<file path="config.mk">
export PLATFORM = sky130hd
export DESIGN_NAME = shift_seq_ctrl_flat
export DESIGN_NICKNAME = d
export VERILOG_FILES = /design/src/rtl/shift_seq_ctrl_pkg.sv /design/src/rtl/shift_seq_ctrl_if.sv /design/src/rtl/shift_seq_ctrl_core.sv /design/src/rtl/shift_seq_ctrl.sv /design/src/flat_wrapper.sv
export SDC_FILE = /design/constraint.sdc
export NUM_CORES = 1
export LEC_CHECK = 0
export ABC_CLOCK_PERIOD_IN_PS = 4500
export BUFFER_PORTS_ARGS = -buffer_cell sky130_fd_sc_hd__buf_2
export CAP_MARGIN = 20
export CORE_MARGIN = 5
export CORE_UTILIZATION = 55
export DETAILED_ROUTE_END_ITERATION = 12
export PLACE_DENSITY = 0.8
export RECOVER_POWER = 50
export SLEW_MARGIN = 20
export SYNTH_ARGS = -nofsm -noshare
export SYNTH_HDL_FRONTEND = slang
export SYNTH_SLANG_ARGS = --single-unit
</file>
<file path="constraint.sdc">
create_clock -name clk -period 4.5 [get_ports clk]
set_clock_uncertainty 0.05 [all_clocks]
set_input_delay 0.225 -clock clk [delete_from_list [all_inputs] [get_ports clk]]
set_output_delay 0.225 -clock clk [all_outputs]
set_load 0.005 [all_outputs]
</file>
<file path="src/rtl/shift_seq_ctrl_pkg.sv">
// Shared encodings for the shift-counter sequencer.
// Mode, direction and FSM state values used by the top and the core.
package shift_seq_ctrl_pkg;

  localparam logic MODE_RING    = 1'b0;
  localparam logic MODE_JOHNSON = 1'b1;
  localparam logic DIR_LEFT     = 1'b0;
  localparam logic DIR_RIGHT    = 1'b1;

  typedef enum logic {
    ST_IDLE = 1'b0,
    ST_RUN  = 1'b1
  } state_e;

endpackage

</file>
<file path="src/rtl/shift_seq_ctrl_if.sv">
// Command/status bundle between a controller and the shift sequencer.
// The controller owns the master side, the sequencer the slave side.
interface shift_seq_ctrl_if #(
  parameter int WIDTH = 4,
  parameter int CNT_W = 8
);
  logic             start;
  logic             mode;
  logic             dir;
  logic [CNT_W-1:0] steps;
  logic             pause;
  logic [WIDTH-1:0] out;
  logic             busy;
  logic             done;
  logic             wrap;

  modport master (
    output start, mode, dir, steps, pause,
    input  out, busy, done, wrap
  );

  modport slave (
    input  start, mode, dir, steps, pause,
    output out, busy, done, wrap
  );
endinterface

</file>
<file path="src/rtl/shift_seq_ctrl_core.sv">
// Ring/Johnson shift register: seed load, one-step shift, seed-match flag.
// hit_o flags that the pattern about to be written equals the seed.
module shift_core
  import shift_seq_ctrl_pkg::*;
#(
  parameter int WIDTH = 4
) (
  input  logic             clk,
  input  logic             reset,
  input  logic             load_i,
  input  logic             shift_i,
  input  logic             mode_i,
  input  logic             dir_i,
  output logic [WIDTH-1:0] out_o,
  output logic             hit_o
);

  logic [WIDTH-1:0] out_q, out_d;
  logic [WIDTH-1:0] seed, nxt;

  always_comb begin
    seed = (mode_i == MODE_JOHNSON) ? '0 : WIDTH'(1);
  end

  always_comb begin
    nxt = out_q;
    unique case ({mode_i, dir_i})
      {MODE_RING, DIR_LEFT}:
        nxt = {out_q[WIDTH-2:0], out_q[WIDTH-1]};
      {MODE_RING, DIR_RIGHT}:
        nxt = {out_q[0], out_q[WIDTH-1:1]};
      {MODE_JOHNSON, DIR_LEFT}:
        nxt = {out_q[WIDTH-2:0], ~out_q[WIDTH-1]};
      {MODE_JOHNSON, DIR_RIGHT}:
        nxt = {~out_q[0], out_q[WIDTH-1:1]};
    endcase
  end

  always_comb begin
    out_d = out_q;
    unique case (1'b1)
      load_i:  out_d = seed;
      shift_i: out_d = nxt;
      default: out_d = out_q;
    endcase
  end

  assign hit_o = shift_i && (nxt == seed);

  always_ff @(posedge clk) begin
    if (reset) out_q <= '0;
    else       out_q <= out_d;
  end

  assign out_o = out_q;

endmodule

</file>
<file path="src/rtl/shift_seq_ctrl.sv">
// Sequencer: accepts a command, seeds the core, then shifts N times.
// Owns the FSM, remaining count and the busy/done/wrap flags.
module shift_seq_ctrl
  import shift_seq_ctrl_pkg::*;
#(
  parameter int WIDTH = 4,
  parameter int CNT_W = 8
) (
  input  logic             clk,
  input  logic             reset,
  shift_seq_ctrl_if.slave  bus
);

  state_e           state_q, state_d;
  logic [CNT_W-1:0] rem_q, rem_d;
  logic             mode_q, mode_d;
  logic             dir_q, dir_d;
  logic             busy_q, busy_d;
  logic             done_q, done_d;
  logic             wrap_q, wrap_d;
  logic             load, shift, hit;
  logic             core_mode;

  always_comb begin
    state_d = state_q;
    rem_d   = rem_q;
    mode_d  = mode_q;
    dir_d   = dir_q;
    busy_d  = busy_q;
    done_d  = 1'b0;
    wrap_d  = 1'b0;
    load    = 1'b0;
    shift   = 1'b0;
    unique case (state_q)
      ST_IDLE: begin
        if (bus.start) begin
          load   = 1'b1;
          mode_d = bus.mode;
          dir_d  = bus.dir;
          if (bus.steps != '0) begin
            rem_d   = bus.steps;
            busy_d  = 1'b1;
            state_d = ST_RUN;
          end else begin
            done_d = 1'b1;
          end
        end
      end
      ST_RUN: begin
        if (!bus.pause) begin
          shift  = 1'b1;
          rem_d  = rem_q - CNT_W'(1);
          wrap_d = hit;
          if (rem_q == CNT_W'(1)) begin
            busy_d  = 1'b0;
            done_d  = 1'b1;
            state_d = ST_IDLE;
          end
        end
      end
    endcase
  end

  // Seed choice follows the incoming command; shifts use the latched mode.
  assign core_mode = load ? bus.mode : mode_q;

  always_ff @(posedge clk) begin
    if (reset) begin
      state_q <= ST_IDLE;
      rem_q   <= '0;
      mode_q  <= MODE_RING;
      dir_q   <= DIR_LEFT;
      busy_q  <= 1'b0;
      done_q  <= 1'b0;
      wrap_q  <= 1'b0;
    end else begin
      state_q <= state_d;
      rem_q   <= rem_d;
      mode_q  <= mode_d;
      dir_q   <= dir_d;
      busy_q  <= busy_d;
      done_q  <= done_d;
      wrap_q  <= wrap_d;
    end
  end

  shift_core #(.WIDTH(WIDTH)) u_core (
    .clk     (clk),
    .reset   (reset),
    .load_i  (load),
    .shift_i (shift),
    .mode_i  (core_mode),
    .dir_i   (dir_q),
    .out_o   (bus.out),
    .hit_o   (hit)
  );

  assign bus.busy = busy_q;
  assign bus.done = done_q;
  assign bus.wrap = wrap_q;

endmodule

</file>
<file path="src/flat_wrapper.sv">
// flat-port wrapper written by rule: the top's interface ports become plain ports
module shift_seq_ctrl_flat import shift_seq_ctrl_pkg::*;
#(
  parameter int WIDTH = 4,
  parameter int CNT_W = 8
)
  (clk, reset, bus_start, bus_mode, bus_dir, bus_steps, bus_pause, bus_out, bus_busy, bus_done, bus_wrap);
  shift_seq_ctrl_if #(.WIDTH(WIDTH), .CNT_W(CNT_W)) bus_i ();
  input  logic clk;
  input  logic reset;
  input wire logic [$bits(bus_i.start)-1:0] bus_start;
  input wire logic [$bits(bus_i.mode)-1:0] bus_mode;
  input wire logic [$bits(bus_i.dir)-1:0] bus_dir;
  input wire logic [$bits(bus_i.steps)-1:0] bus_steps;
  input wire logic [$bits(bus_i.pause)-1:0] bus_pause;
  output wire logic [$bits(bus_i.out)-1:0] bus_out;
  output wire logic [$bits(bus_i.busy)-1:0] bus_busy;
  output wire logic [$bits(bus_i.done)-1:0] bus_done;
  output wire logic [$bits(bus_i.wrap)-1:0] bus_wrap;
  assign bus_i.start = bus_start;
  assign bus_i.mode = bus_mode;
  assign bus_i.dir = bus_dir;
  assign bus_i.steps = bus_steps;
  assign bus_i.pause = bus_pause;
  assign bus_out = bus_i.out;
  assign bus_busy = bus_i.busy;
  assign bus_done = bus_i.done;
  assign bus_wrap = bus_i.wrap;
  shift_seq_ctrl #(.WIDTH(WIDTH), .CNT_W(CNT_W)) u_core (.clk(clk), .reset(reset), .bus(bus_i));
endmodule
</file>
Yosys cells after proc, flatten, opt, wreduce, memory -nomap -nowiden
Index checks and enable logic that the tools add are counted. W data, S select, Z words.

Muxes and demuxes: 27. $lt $le $gt $ge: 0. Equal/unequal tests: 9. Bitwise logic cells: 3. Multiply operators: 0. Shift-type cells: 0. Div/mod/pow operators: 0. Add/subtract/negate cells: 1. Reduce and logical (&&, ||, !) cells: 8.

Operators by type and width (count): $mux W8 (3); $mux W1 (18); $pmux W4 S4 (1); $pmux W8 S2 (1); $eq A8 B1 Y1 const B (1); $ne A2 B2 Y1 const B (4); $pmux W4 S2 (1); $reduce_bool A8 Y1 (1); $sub A8 B1 Y8 const B (1); $pmux W1 S2 (3); $eq A2 B2 Y1 const B (2); $eq A4 B1 Y1 (1); $reduce_and A4 Y1 (1); $not A1 Y1 (3); $reduce_and A3 Y1 (1); $reduce_or A3 Y1 (1); $eq A2 B1 Y1 const B (1); $logic_not A2 Y1 (1); $reduce_and A2 Y1 (1); $reduce_bool A2 Y1 (1); $logic_and A1 B1 Y1 (1).

Latch bits: 0. Register bits after elaboration: 18. Memory bits (read-only): 0. Memories kept: 0. RAM bits: 0. Word-level logic and storage cells: 56. Bits of input ports: 14. Output and inout port bits: 7.

Longest topological paths before layout
Gate-level depths: netlist of the first run.

Depth in word-level cells: 7. Depth in mapped cells: 7. Gate-level depth less buffers: 7.

Cells and area by module
A second synthesis of the first run with hierarchy kept.

Cell total of the unflattened synthesis: 120. Area, all modules: 1028.5 um^2.

Modules (own cells, without submodules): shift_seq_ctrl (times used 1, cells an instance 88, area an instance 749.5 um^2, seq. area each 280.3 um^2); shift_core (times used 1, cells an instance 32, area an instance 279.0 um^2, seq. area each 80.1 um^2).

Worst setup path after synthesis of the first run
Ideal clock, no wire load.

Path kind: reg-to-reg. From: reg u_core.rem_q[0]. To: reg u_core.rem_q[6]. Required time: 4.331 ns. Arrival time: 1.474 ns. Period minus slack after synthesis: 1.643 ns. Buffers on the path: 0. Library setup time: 0.119 ns. Cell stages (with the launch flop): 7. Path slack: 2.857 ns. Cells stage by stage: dfxtp_1 > inv_1 > ha_1 > or3b_2 > o31a_1 > o21ai_0 > a21oi_1.

Word-level cells in the longest chain between the ends: 3.

Ends and longest elaborated chain: start: declaration (line shift_seq_ctrl.sv:15) `logic [CNT_W-1:0] rem_q, rem_d;`; start signal: assignment (line shift_seq_ctrl.sv:78) `rem_q <= rem_d;`; $sub A8 B1 Y8 (line shift_seq_ctrl.sv:52) `rem_d = rem_q - CNT_W'(1);`; $mux W8 (line shift_seq_ctrl.sv:50) `if (!bus.pause) begin`; $pmux W8 S2 (line shift_seq_ctrl.sv:34) `unique case (state_q)`.

Every way passes these cells. The select of a mux whose other input is x is not followed. A chain may end at the register's enable or synchronous reset.

Worst setup path after layout of the first run
From: reg u_core.state_q. To: reg u_core.u_core.out_q[0] (netlist: u_core.u_core.out_o[0]).

Word-level cells in the longest chain between the ends: 5. Elaborated cells between the ends (all ways): 11. Classes of those cells: eq/ne (3); mux (6); reduce/logical (2).

Ends and longest elaborated chain: start: declaration (line shift_seq_ctrl.sv:14) `state_e state_q, state_d;`; start signal: assignment (line shift_seq_ctrl.sv:77) `state_q <= state_d;`; $mux W1 (line shift_seq_ctrl.sv:34); $mux W1 (line shift_seq_ctrl.sv:65) `assign core_mode = load ? bus.mode : mode_q;`; $eq A2 B2 Y1, or another cell as far along (line shift_seq_ctrl_core.sv:27) `unique case ({mode_i, dir_i})`; $pmux W4 S4 (line shift_seq_ctrl_core.sv:27); $pmux W4 S2 (line shift_seq_ctrl_core.sv:41) `unique case (1'b1)`; end signal: assignment (line shift_seq_ctrl_core.sv:52) `else out_q <= out_d;`; end: declaration (line shift_seq_ctrl_core.sv:18) `logic [WIDTH-1:0] out_q, out_d;`.

Parallel ways exist; a longest one is shown, timed or not.

==> results by group, run 1 <==
Status
  – Outcome: completed

Clock network
  – CTS sink cnt: 18
  – Number of buffers inserted by hold repair at cts: 0
  – Maximum buffer depth of the clock tree: 2
  – Clock network latency to the later pin of the worst-skew pair: 0.30 ns
  – Maximum level of the CTS H-tree: 1
  – Root Driver: sky130_fd_sc_hd__clkbuf_4
  – Clock tree from TritonCTS: done
  – Postcts setup bufs: 0
  – # resized after CTS: 0
  – Number of buffers created by CTS: 3
  – Clock-pin slew reported for the worst setup and hold paths after clock tree synthesis: 0.10 ns

Yosys
  – Share of the synthesized area in the top cell type: 34.0%
  – Largest cells by area after synthesis: sky130_fd_sc_hd__dfxtp_1 34%, sky130_fd_sc_hd__mux2i_1 6.6%, sky130_fd_sc_hd__a21oi_1 5.7%, sky130_fd_sc_hd__nor2_1 5.0%, sky130_fd_sc_hd__o21ai_0 4.3%
  – Number of standard cells after synthesis: 128
  – Sequential cell area fraction in the yosys report: 34.0%
  – Dominant combinational cell family by area after synthesis: simple AND/OR/NAND/NOR gates
  – Fraction of the mapped netlist area in adder cells: 2.36%
  – Synthesized-area fraction occupied by ao, oa, aoi and oai cells: 19.9%
  – Mean instance size in the synthesized netlist: 8.27 um2
  – Post-synthesis share of cell area spent on xor and xnor gates: 1.65%
  – Library cell with the largest summed area after synthesis: sky130_fd_sc_hd__dfxtp_1
  – Fraction of registers with async set/reset: 0%
  – Post-synth design cell area: 0.00106 mm2
  – Cell types with the highest counts after synthesis: 18 x sky130_fd_sc_hd__dfxtp_1, 14 x sky130_fd_sc_hd__nor2_1, 12 x sky130_fd_sc_hd__a21oi_1
  – Multiplexer share of the synthesized area: 8.75%
  – Warnings, synthesis: 0
  – Post-synthesis cell type count: 32
  – Number of enable-type register cells in the synthesized netlist: 0
  – Number of synthesized register bits: 18
  – Dominant cell by count in the synthesized netlist: sky130_fd_sc_hd__dfxtp_1
  – Number of nets in the synthesized netlist: 144
  – Top flip-flop cell by instance count after synthesis: sky130_fd_sc_hd__dfxtp_1
  – Area share of and/or/nand/nor cells after synthesis: 23.2%

Final layout
  – Filler cell count: 163
  – Layout cell share with drive strength beyond 1: 15.2%
  – Area growth, synth to finish: 6.97%
  – Post-Route Utilization: 63.5%
  – Antenna diodes: 0
  – Nets: 162

Timing
  – Max-Slew Margin vs Limit: 53.4%
  – Endpoints failing setup: 0
  – Final max-slew violation count: 0
  – Fraction of the cycle the final worst path needs: 50.1%
  – Final critical-path required period: 2.26 ns
  – RSZ-0062 raised after global routing: false
  – Maximum operating frequency: 443 MHz
  – Hold Fails Final Rpt: 0
  – Worst slew pin tran: 0.698 ns
  – Total negative slack for setup checks: 0 ns

Power
  – Leakage power: 0.000459 uW
  – Power density cells: 325 mW/mm2
  – Largest vdd supply drop: 209 uV

Routing
  – Routed vias: 979
  – Number of DRC violations after detailed routing: 0
  – Routed Antenna Nets: 0
  – WL final: 2.28 mm
  – Iteration-0 DRC count of the detailed router: 29
  – Per-cell routed wire length: 13.4 um
  – Number of iterations in the first detailed-routing pass: 4
  – Vias per std cell: 5.76

Setup path
  – Type of the worst setup path: reg -> reg
  – Arrival time at the worst endpoint: 2.45 ns
  – Largest driver fanout on the critical path: 21
  – Data required time at the worst endpoint: 4.69 ns
  – Critical Path Source Type: flop
  – Element type at the critical path end: flop
  – Reg2reg setup slack: 2.24 ns

Die
  – Die Ht: 53.9 um
  – Starting Density: 59.4%
  – Number of ports placed on the die boundary: 21
  – Standard-cell rows: 15
  – Core Box Area: 0.00178 mm2
  – Die Outline Area: 0.00290 mm2
  – Horiz. Die Dim: 53.9 um

Place
  – # port buffers: 20
  – Global placer's final weighted congestion: 0.894
  – Half-perimeter wire length of the detailed placement result: 1.71 mm

Global route
  – Number of global-route vias before repair: 887
  – Pin count of the biggest net entering global routing: 22
  – Leftover overflow at the end of global routing: 0
  – Wire length of the first global-routing pass: 3.70 mm
  – Number of antenna violations at the first check in global routing: 0
  – Total GRT Usage: 17.7%

Run
  – Max-cap violation count: 0

Worst hold path
  – Kind of path behind the tightest hold check: in -> reg
cell families (layout without fill, tap and decap cells):
kind of cell | count (synthesis) | after routing
AOI/OAI and AO/OA | 35 | 35
adders and majority gates | 2 | 2
muxes | 8 | 8
and+or+nand+nor | 48 | 48
DFF | 18 | 18
xor gates and xnor gates | 2 | 2
buffers and inverters | 15 | 32
layer usage:
layer / part of all wire [%] / vias up / track usage (%)
li1: - / 490 / -
met1: 48 / 454 / 23.3
met2: 44 / 28 / 26.2
met3: 4.7 / 7 / 2.77
met4: 3.1 / 0 / 11.9
met5: 0 / - / 0
layout by cell type (no fill, tap or decap), types with 2 or more instances in the layout:
| cell | n |
|---|---|
| sky130_fd_sc_hd__dfxtp_1 | 18 |
| sky130_fd_sc_hd__buf_2 | 17 |
| sky130_fd_sc_hd__nor2_1 | 14 |
| sky130_fd_sc_hd__a21oi_1 | 12 |
| sky130_fd_sc_hd__o21ai_0 | 9 |
| sky130_fd_sc_hd__inv_1 | 8 |
| sky130_fd_sc_hd__mux2i_1 | 8 |
| sky130_fd_sc_hd__nand2_1 | 7 |
| sky130_fd_sc_hd__nor2b_1 | 5 |
| sky130_fd_sc_hd__nand2b_1 | 5 |
| sky130_fd_sc_hd__nor4_1 | 4 |
| sky130_fd_sc_hd__a31oi_1 | 4 |
| sky130_fd_sc_hd__nor3_1 | 3 |
| sky130_fd_sc_hd__nand3_1 | 3 |
| sky130_fd_sc_hd__clkbuf_4 | 3 |
| sky130_fd_sc_hd__clkbuf_1 | 3 |
| sky130_fd_sc_hd__nand4_1 | 2 |
| sky130_fd_sc_hd__or4_1 | 2 |
| sky130_fd_sc_hd__xnor2_1 | 2 |
| sky130_fd_sc_hd__a211oi_1 | 2 |
| sky130_fd_sc_hd__or3_1 | 2 |
| sky130_fd_sc_hd__o22a_1 | 2 |
| sky130_fd_sc_hd__ha_1 | 2 |
stage by stage:
step / cell area (um2) / power (uW) / cells / setup WS [ns] / hold WS, ns
floorplan: 1060 / 255 / 128 / 2.86 / 0.308
global placement: 1110 / 269 / 166 / 2.46 / 0.420
detailed placement: 1110 / 271 / 166 / 2.37 / 0.427
CTS: 1150 / 372 / 170 / 2.33 / 0.102
global route: 1130 / 389 / 170 / 2.12 / 0.0971
finish: 1130 / 368 / 170 / 2.24 / 0.102
final cells by class:
class	instances	area (um2)	share of cell area (%)
multi-input cells	95	578	51.0
flip-flops and latches	18	360	31.8
repair buffers	20	96.3	8.51
clock buffers	4	36.3	3.20
well taps	25	31.3	2.76
inverters	8	30.0	2.65
power by group:
part           switching, uW  internal, uW  leakage, uW  total, uW
sequential              16.6           171     0.000148        187
clock                   51.9          49.4    0.0000210        101
combinational           42.1          37.1     0.000290       79.1
total                    111           257     0.000459        368
state kept, by name, summed over array words and instances, names as in the netlist:
signal,cells
u_core.rem_q,8
u_core.u_core.out_o,4
u_core.bus.busy,1
u_core.bus.done,1
u_core.bus.wrap,1
u_core.dir_q,1
u_core.mode_q,1
u_core.state_q,1
worst max-delay path, stage by stage, from the launching register on:
cell                       delay (ns)
sky130_fd_sc_hd__dfxtp_1         0.78
sky130_fd_sc_hd__nand2b_1        0.35
sky130_fd_sc_hd__mux2i_1         0.45
sky130_fd_sc_hd__xnor2_1         0.10
sky130_fd_sc_hd__or3_1           0.31
sky130_fd_sc_hd__a21oi_1         0.14
worst paths after layout:
path | startpoint | to | cells after the start
worst max-delay path | u_core.state_q | u_core.u_core.out_o[0] | 5
worst min-delay path | bus_dir | u_core.dir_q | 3
worst max register to register | u_core.state_q | u_core.u_core.out_o[0] | 5
worst min register to register | u_core.rem_q[6] | u_core.rem_q[6] | 2
No activity file was read; power rests on OpenSTA's default activity.
==> run 2, diff against run 1 <==
--- a/config.mk
+++ b/config.mk
@@ -5,13 +5,13 @@
 export SDC_FILE = /design/constraint.sdc
 export NUM_CORES = 1
 export LEC_CHECK = 0
-export ABC_CLOCK_PERIOD_IN_PS = 4500
+export ABC_CLOCK_PERIOD_IN_PS = 2000
 export BUFFER_PORTS_ARGS = -buffer_cell sky130_fd_sc_hd__buf_2
 export CAP_MARGIN = 20
 export CORE_MARGIN = 5
-export CORE_UTILIZATION = 55
+export CORE_UTILIZATION = 48
 export DETAILED_ROUTE_END_ITERATION = 12
-export PLACE_DENSITY = 0.8
+export PLACE_DENSITY = 0.74
 export RECOVER_POWER = 50
 export SLEW_MARGIN = 20
 export SYNTH_ARGS = -nofsm -noshare
==> constraint.sdc (replaced) <==
create_clock -name clk -period 2 [get_ports clk]
set_clock_uncertainty 0.05 [all_clocks]
set_input_delay 0.1 -clock clk [delete_from_list [all_inputs] [get_ports clk]]
set_output_delay 0.1 -clock clk [all_outputs]
set_load 0.005 [all_outputs]
==> run 2 against run 1 <==
Sequential share of layout area down 1.5 points; cell count rose by 4.7%; critical endpoint is now u_core.rem_q[6]; largest power group unchanged; flip-flop and latch count is the same; die area up 12%; routed wire length is 8.5% higher; worst setup slack lost 2.1 ns; hold slack got worse by 0.047 ns; critical path type unchanged.
==> results by group, run 2 (synthesis results as in run 1) <==
Status
  – Outcome: completed (unchanged)

Routing
  – Vias per std cell: 5.58 (was 5.76)
  – Routed vias: 994 (was 979)
  – Routed Antenna Nets: 0 (unchanged)
  – Per-cell routed wire length: 13.9 um (was 13.4 um)
  – Number of DRC violations after detailed routing: 0 (unchanged)
  – WL final: 2.48 mm (was 2.28 mm)
  – Number of iterations in the first detailed-routing pass: 5 (was 4)
  – Iteration-0 DRC count of the detailed router: 27 (was 29)

Timing
  – Fraction of the cycle the final worst path needs: 91.8% (was 50.1%)
  – Total negative slack for setup checks: 0 ns (unchanged)
  – Final critical-path required period: 1.84 ns (was 2.26 ns)
  – Hold Fails Final Rpt: 0 (unchanged)
  – Setup WS post-layout: 0.163 ns (was 2.24 ns)
  – Maximum operating frequency: 544 MHz (was 443 MHz)
  – RSZ-0062 raised after global routing: false (unchanged)
  – Final max-slew violation count: 0 (unchanged)
  – Endpoints failing setup: 0 (unchanged)
  – Worst slew pin tran: 0.459 ns (was 0.698 ns)
  – Max-Slew Margin vs Limit: 69.3% (was 53.4%)

Place
  – Worst slack after detailed placement: 0.227 ns (was 2.37 ns)
  – Placed cells: 173 (was 166)
  – Half-perimeter wire length of the detailed placement result: 1.80 mm (was 1.71 mm)
  – Global placer's final weighted congestion: 0.836 (was 0.894)
  – Area post-placement: 0.00115 mm2 (was 0.00111 mm2)
  – # port buffers: 20 (unchanged)

Final layout
  – Filler cell count: 208 (was 163)
  – Area growth, synth to finish: 12.3% (was 6.97%)
  – Flip-flop count of the largest register, all copies and words added: 8 (unchanged)
  – Leading cell type in the layout, fill and taps excluded: sky130_fd_sc_hd__dfxtp_1 (unchanged)
  – Register with the most flip-flops: u_core.rem_q (unchanged)
  – Nets: 167 (was 162)
  – Most frequent cells in the layout: 18 x sky130_fd_sc_hd__dfxtp_1, 17 x sky130_fd_sc_hd__buf_2, 14 x sky130_fd_sc_hd__nor2_1 (unchanged)
  – Final cell count without fillers: 178 (was 170)
  – Layout cell share with drive strength beyond 1: 18.0% (was 15.2%)
  – Antenna diodes: 0 (unchanged)
  – Post-Route Utilization: 55.3% (was 63.5%)
  – Finished layout cell area: 0.00119 mm2 (was 0.00113 mm2)

Setup path
  – Data required time at the worst endpoint: 2.14 ns (was 4.69 ns)
  – Element type at the critical path end: flop (unchanged)
  – Largest driver fanout on the critical path: 6 (was 21)
  – Type of the worst setup path: reg -> reg (unchanged)
  – Arrival time at the worst endpoint: 1.98 ns (was 2.45 ns)
  – Critical Path Source Type: flop (unchanged)

Die
  – Core Box Area: 0.00215 mm2 (was 0.00178 mm2)
  – Die Ht: 57.0 um (was 53.9 um)
  – Number of ports placed on the die boundary: 21 (unchanged)
  – Standard-cell rows: 17 (was 15)
  – Die Outline Area: 0.00324 mm2 (was 0.00290 mm2)
  – Horiz. Die Dim: 57.0 um (was 53.9 um)
  – Starting Density: 49.3% (was 59.4%)

Power
  – Combinational power share: 23.4% (was 21.5%)
  – Largest vdd supply drop: 432 uV (was 209 uV)
  – Proportion of power drawn by the clock network: 27.5% (was 27.6%)
  – Fraction of power spent switching nets: 30.6% (was 30.1%)
  – Power density cells: 712 mW/mm2 (was 325 mW/mm2)
  – Power dissipated by switching net loads: 259 uW (was 111 uW)
  – Internal power of the cells: 587 uW (was 257 uW)
  – Leakage power: 0.000481 uW (was 0.000459 uW)
  – Reg power frac: 49.1% (was 50.9%)

Clock network
  – Number of buffers created by CTS: 3 (unchanged)
  – Clock-pin slew reported for the worst setup and hold paths after clock tree synthesis: 0.11 ns (was 0.10 ns)
  – Clock tree from TritonCTS: done (unchanged)
  – Root Driver: sky130_fd_sc_hd__clkbuf_4 (unchanged)
  – # resized after CTS: 0 (unchanged)
  – Clock network latency to the later pin of the worst-skew pair: 0.30 ns (about the same)
  – CTS sink cnt: 18 (unchanged)
  – Maximum buffer depth of the clock tree: 2 (unchanged)
  – Maximum level of the CTS H-tree: 1 (unchanged)
  – Postcts setup bufs: 0 (unchanged)

Global route
  – Pin count of the biggest net entering global routing: 19 (was 22)
  – Number of antenna violations at the first check in global routing: 0 (unchanged)
  – Leftover overflow at the end of global routing: 0 (unchanged)
  – Number of global-route vias before repair: 982 (was 887)
  – Total GRT Usage: 15.8% (was 17.7%)
  – Wire length of the first global-routing pass: 4.18 mm (was 3.70 mm)

Run
  – Max-cap violation count: 0 (unchanged)

Worst hold path
  – Kind of path behind the tightest hold check: in -> reg (unchanged)
==> run 2: changes by cell type in the layout (fill, tap and decap cells not counted), sizes merged <==
cell	before	now
dlygate4sd3	0	1
buf	17	21
==> run 2: metal layers <==
| layer | vias to the layer above | GRT usage [%] | wire [um] |
|---|---|---|---|
| li1 | 506 | - | - |
| met1 | 459 | 18.4 | 1090 |
| met2 | 24 | 29.4 | 1260 |
| met3 | 5 | 2.04 | 101 |
| met4 | 0 | 5.63 | 30 |
| met5 | - | 0 | 0 |
==> run 2: final timing paths <==
| check | startpoint | depth (start not counted) | slack (ns) | to |
|---|---|---|---|---|
| setup / recovery | u_core.rem_q[0] | 6 | 0.16 | u_core.rem_q[6] |
| hold reg to reg | u_core.rem_q[7] | 2 | 0.44 | u_core.rem_q[7] |
| setup reg to reg | u_core.rem_q[0] | 6 | 0.16 | u_core.rem_q[6] |
| hold / removal | bus_mode | 3 | 0.06 | u_core.mode_q |
==> run 2: what timing repair did <==
| action | CTS | global route |
|---|---|---|
| hold buffers | 1 | 0 |
| setup endpoints to repair | 0 | 0 |
| hold endpoints to repair | 1 | 0 |
==> run 2: final cells by class <==
type / count / area, um2 / area share (%)
inverters: 8 / 30.0 / 2.53
multi-input cells: 95 / 591 / 49.7
flip-flops and latches: 18 / 360 / 30.3
well taps: 28 / 35.0 / 2.95
clock buffers: 4 / 36.3 / 3.05
repair buffers: 25 / 136 / 11.5
==> run 2: power by group through the flow <==
stage / clock network (uW) / logic (uW) / registers, uW
after floorplan: 0 / 160 / 413
after global placement: 0 / 190 / 420
after detailed placement: 0 / 196 / 422
after CTS: 236 / 200 / 414
after global routing: 256 / 225 / 420
final: 233 / 199 / 415
==> run 2: metrics by stage <==
step                hold slack [ns]  total power, uW
finish                       0.0558              847
global route                 0.0879              900
CTS                          0.0551              849
detailed placement            0.301              618
global placement              0.291              610
floorplan                     0.183              573
==> run 2: critical path, stage by stage, from the launching register on <==
cell and delay, ns:
sky130_fd_sc_hd__dfxtp_1 0.37, sky130_fd_sc_hd__inv_1 0.10, sky130_fd_sc_hd__ha_1 0.21, sky130_fd_sc_hd__or3b_2 0.50
sky130_fd_sc_hd__o31a_1 0.27, sky130_fd_sc_hd__o21ai_0 0.14, sky130_fd_sc_hd__a21oi_1 0.09
==> run 3, diff against run 2 <==
--- a/config.mk
+++ b/config.mk
@@ -6,13 +6,14 @@
 export NUM_CORES = 1
 export LEC_CHECK = 0
 export ABC_CLOCK_PERIOD_IN_PS = 2000
-export BUFFER_PORTS_ARGS = -buffer_cell sky130_fd_sc_hd__buf_2
+export BUFFER_PORTS_ARGS = -buffer_cell sky130_fd_sc_hd__buf_4
 export CAP_MARGIN = 20
 export CORE_MARGIN = 5
 export CORE_UTILIZATION = 48
 export DETAILED_ROUTE_END_ITERATION = 12
 export PLACE_DENSITY = 0.74
 export RECOVER_POWER = 50
+export SKIP_CTS_REPAIR_TIMING = 1
 export SLEW_MARGIN = 20
 export SYNTH_ARGS = -nofsm -noshare
 export SYNTH_HDL_FRONTEND = slang
==> run 3 against run 2 <==
Count of clock-buffer cells in the layout is the same; critical endpoint unchanged; routed wire length shrank 5.1%; cell count is the same; largest cell class unchanged; critical path depth is the same; via count shrank 1.1%.
==> results by group, run 3 (synthesis results as in run 1) <==
Status
  – Outcome: completed (unchanged)

Clock network
  – Maximum level of the CTS H-tree: 1 (unchanged)
  – Clock network latency to the later pin of the worst-skew pair: 0.30 ns (about the same)
  – Root Driver: sky130_fd_sc_hd__clkbuf_4 (unchanged)
  – Clock tree from TritonCTS: done (unchanged)
  – CTS sink cnt: 18 (unchanged)
  – Clock-pin slew reported for the worst setup and hold paths after clock tree synthesis: 0.10 ns (was 0.11 ns)
  – Number of buffers created by CTS: 3 (unchanged)
  – Maximum buffer depth of the clock tree: 2 (unchanged)

Final layout
  – Register with the most flip-flops: u_core.rem_q (unchanged)
  – Filler cell count: 198 (was 208)
  – Nets: 167 (unchanged)
  – Layout cell share with drive strength beyond 1: 20.0% (was 18.0%)
  – Area growth, synth to finish: 17.4% (was 12.3%)
  – Most frequent cells in the layout: 18 x sky130_fd_sc_hd__dfxtp_1, 17 x sky130_fd_sc_hd__buf_4, 14 x sky130_fd_sc_hd__nor2_1 (was 18 x sky130_fd_sc_hd__dfxtp_1, 17 x sky130_fd_sc_hd__buf_2, 14 x sky130_fd_sc_hd__nor2_1)
  – Finished layout cell area: 0.00124 mm2 (was 0.00119 mm2)
  – Antenna diodes: 0 (unchanged)
  – Flip-flop count of the largest register, all copies and words added: 8 (unchanged)
  – Post-Route Utilization: 57.8% (was 55.3%)
  – Leading cell type in the layout, fill and taps excluded: sky130_fd_sc_hd__dfxtp_1 (unchanged)

Die
  – Die Ht: 57.0 um (unchanged)
  – Horiz. Die Dim: 57.0 um (unchanged)
  – Number of ports placed on the die boundary: 21 (unchanged)
  – Die Outline Area: 0.00324 mm2 (unchanged)
  – Starting Density: 49.3% (unchanged)
  – Core Box Area: 0.00215 mm2 (unchanged)
  – Standard-cell rows: 17 (unchanged)

Power
  – Power density cells: 684 mW/mm2 (was 712 mW/mm2)
  – Largest vdd supply drop: 500 uV (was 432 uV)
  – Leakage power: 0.000501 uW (was 0.000481 uW)

Routing
  – Number of iterations in the first detailed-routing pass: 4 (was 5)
  – WL final: 2.35 mm (was 2.48 mm)
  – Per-cell routed wire length: 13.2 um (was 13.9 um)
  – Number of DRC violations after detailed routing: 0 (unchanged)
  – Vias per std cell: 5.52 (was 5.58)
  – Iteration-0 DRC count of the detailed router: 34 (was 27)
  – Routed Antenna Nets: 0 (unchanged)
  – Routed vias: 983 (was 994)

Place
  – Half-perimeter wire length of the detailed placement result: 1.74 mm (was 1.80 mm)
  – Global placer's final weighted congestion: 0.872 (was 0.836)
  – Worst slack after detailed placement: 0.278 ns (was 0.227 ns)
  – # port buffers: 20 (unchanged)
  – Area post-placement: 0.00120 mm2 (was 0.00115 mm2)

Setup path
  – Largest driver fanout on the critical path: 5 (was 6)
  – Startpoint of the worst-slack reg-to-reg timing path: u_core.rem_q[1] (was u_core.rem_q[0])
  – Data required time at the worst endpoint: 2.15 ns (was 2.14 ns)
  – Type of the worst setup path: reg -> reg (unchanged)
  – Reg2reg setup slack: 0.24 ns (was 0.16 ns)
  – Launching element of the worst setup path: u_core.rem_q[1] (was u_core.rem_q[0])
  – Arrival time at the worst endpoint: 1.91 ns (was 1.98 ns)
  – Critical Path Source Type: flop (unchanged)
  – Element type at the critical path end: flop (unchanged)

Global route
  – Number of global-route vias before repair: 919 (was 982)
  – Number of antenna violations at the first check in global routing: 0 (unchanged)
  – Pin count of the biggest net entering global routing: 19 (unchanged)
  – Leftover overflow at the end of global routing: 0 (unchanged)
  – Wire length of the first global-routing pass: 3.98 mm (was 4.18 mm)
  – Total GRT Usage: 14.9% (was 15.8%)

Timing
  – Total negative slack for setup checks: 0 ns (unchanged)
  – Hold Worst Slack: 0.0521 ns (was 0.0558 ns)
  – Endpoints failing setup: 0 (unchanged)
  – Final max-slew violation count: 0 (unchanged)
  – Final critical-path required period: 1.76 ns (was 1.84 ns)
  – Max-Slew Margin vs Limit: 69.1% (was 69.3%)
  – Maximum operating frequency: 568 MHz (was 544 MHz)
  – RSZ-0062 raised after global routing: false (unchanged)
  – Hold Fails Final Rpt: 0 (unchanged)
  – Setup WS post-layout: 0.238 ns (was 0.163 ns)
  – Worst slew pin tran: 0.463 ns (was 0.459 ns)
  – Fraction of the cycle the final worst path needs: 88.1% (was 91.8%)

Worst hold path
  – Worst min-delay path startpoint: bus_mode (unchanged)
  – Kind of path behind the tightest hold check: in -> reg (unchanged)

Run
  – Max-cap violation count: 0 (unchanged)
-- run 3: cell count changes in the layout (fill, tap and decap cells not counted) --
| cell | before | now |
|---|---|---|
| sky130_fd_sc_hd__clkbuf_1 | 3 | 0 |
| sky130_fd_sc_hd__buf_2 | 17 | 0 |
| sky130_fd_sc_hd__buf_4 | 4 | 17 |
| sky130_fd_sc_hd__clkbuf_4 | 3 | 10 |
-- run 3: area by class of cell --
cell class | instances | area [um2] | area share, %
clock buffer | 4 | 36.3 | 2.92
inverter | 8 | 30.0 | 2.42
multi-input combinational | 95 | 591 | 47.5
sequential | 18 | 360 | 29.0
tap | 28 | 35.0 | 2.82
timing repair buffer | 25 | 190 | 15.3
-- run 3: metrics by stage --
step                      instances  total power (uW)
after floorplan                 128               573
after global placement          173               621
after detailed placement        173               626
after CTS                       177               857
after global routing            178               901
final                           178               850
-- run 3: layer usage --
layer	share of wire, %	GRT usage (%)	vias to the layer above
li1	-	-	502
met1	43	17.0	455
met2	50	27.9	24
met3	6.3	4.52	2
met4	0.60	1.99	0
met5	0	0	-
-- run 3: final timing paths --
kind / endpoint / depth (start not counted)
worst max-delay path: u_core.rem_q[6] / 6
worst min-delay path: u_core.mode_q / 3
worst max register to register: u_core.rem_q[6] / 6
worst min register to register: u_core.rem_q[7] / 2
-- run 3: power by group --
part | switching (uW) | leakage [uW] | internal, uW
clock network | 116 | 0.0000210 | 111
logic | 105 | 0.000333 | 103
registers | 30.5 | 0.000148 | 384
total | 252 | 0.000501 | 598
-- run 3: critical path, stage by stage (launching register included) --
cell	delay (ns)
sky130_fd_sc_hd__dfxtp_1	0.36
sky130_fd_sc_hd__inv_1	0.09
sky130_fd_sc_hd__ha_1	0.21
sky130_fd_sc_hd__or3b_2	0.49
sky130_fd_sc_hd__o31a_1	0.25
sky130_fd_sc_hd__o21ai_0	0.14
sky130_fd_sc_hd__a21oi_1	0.08
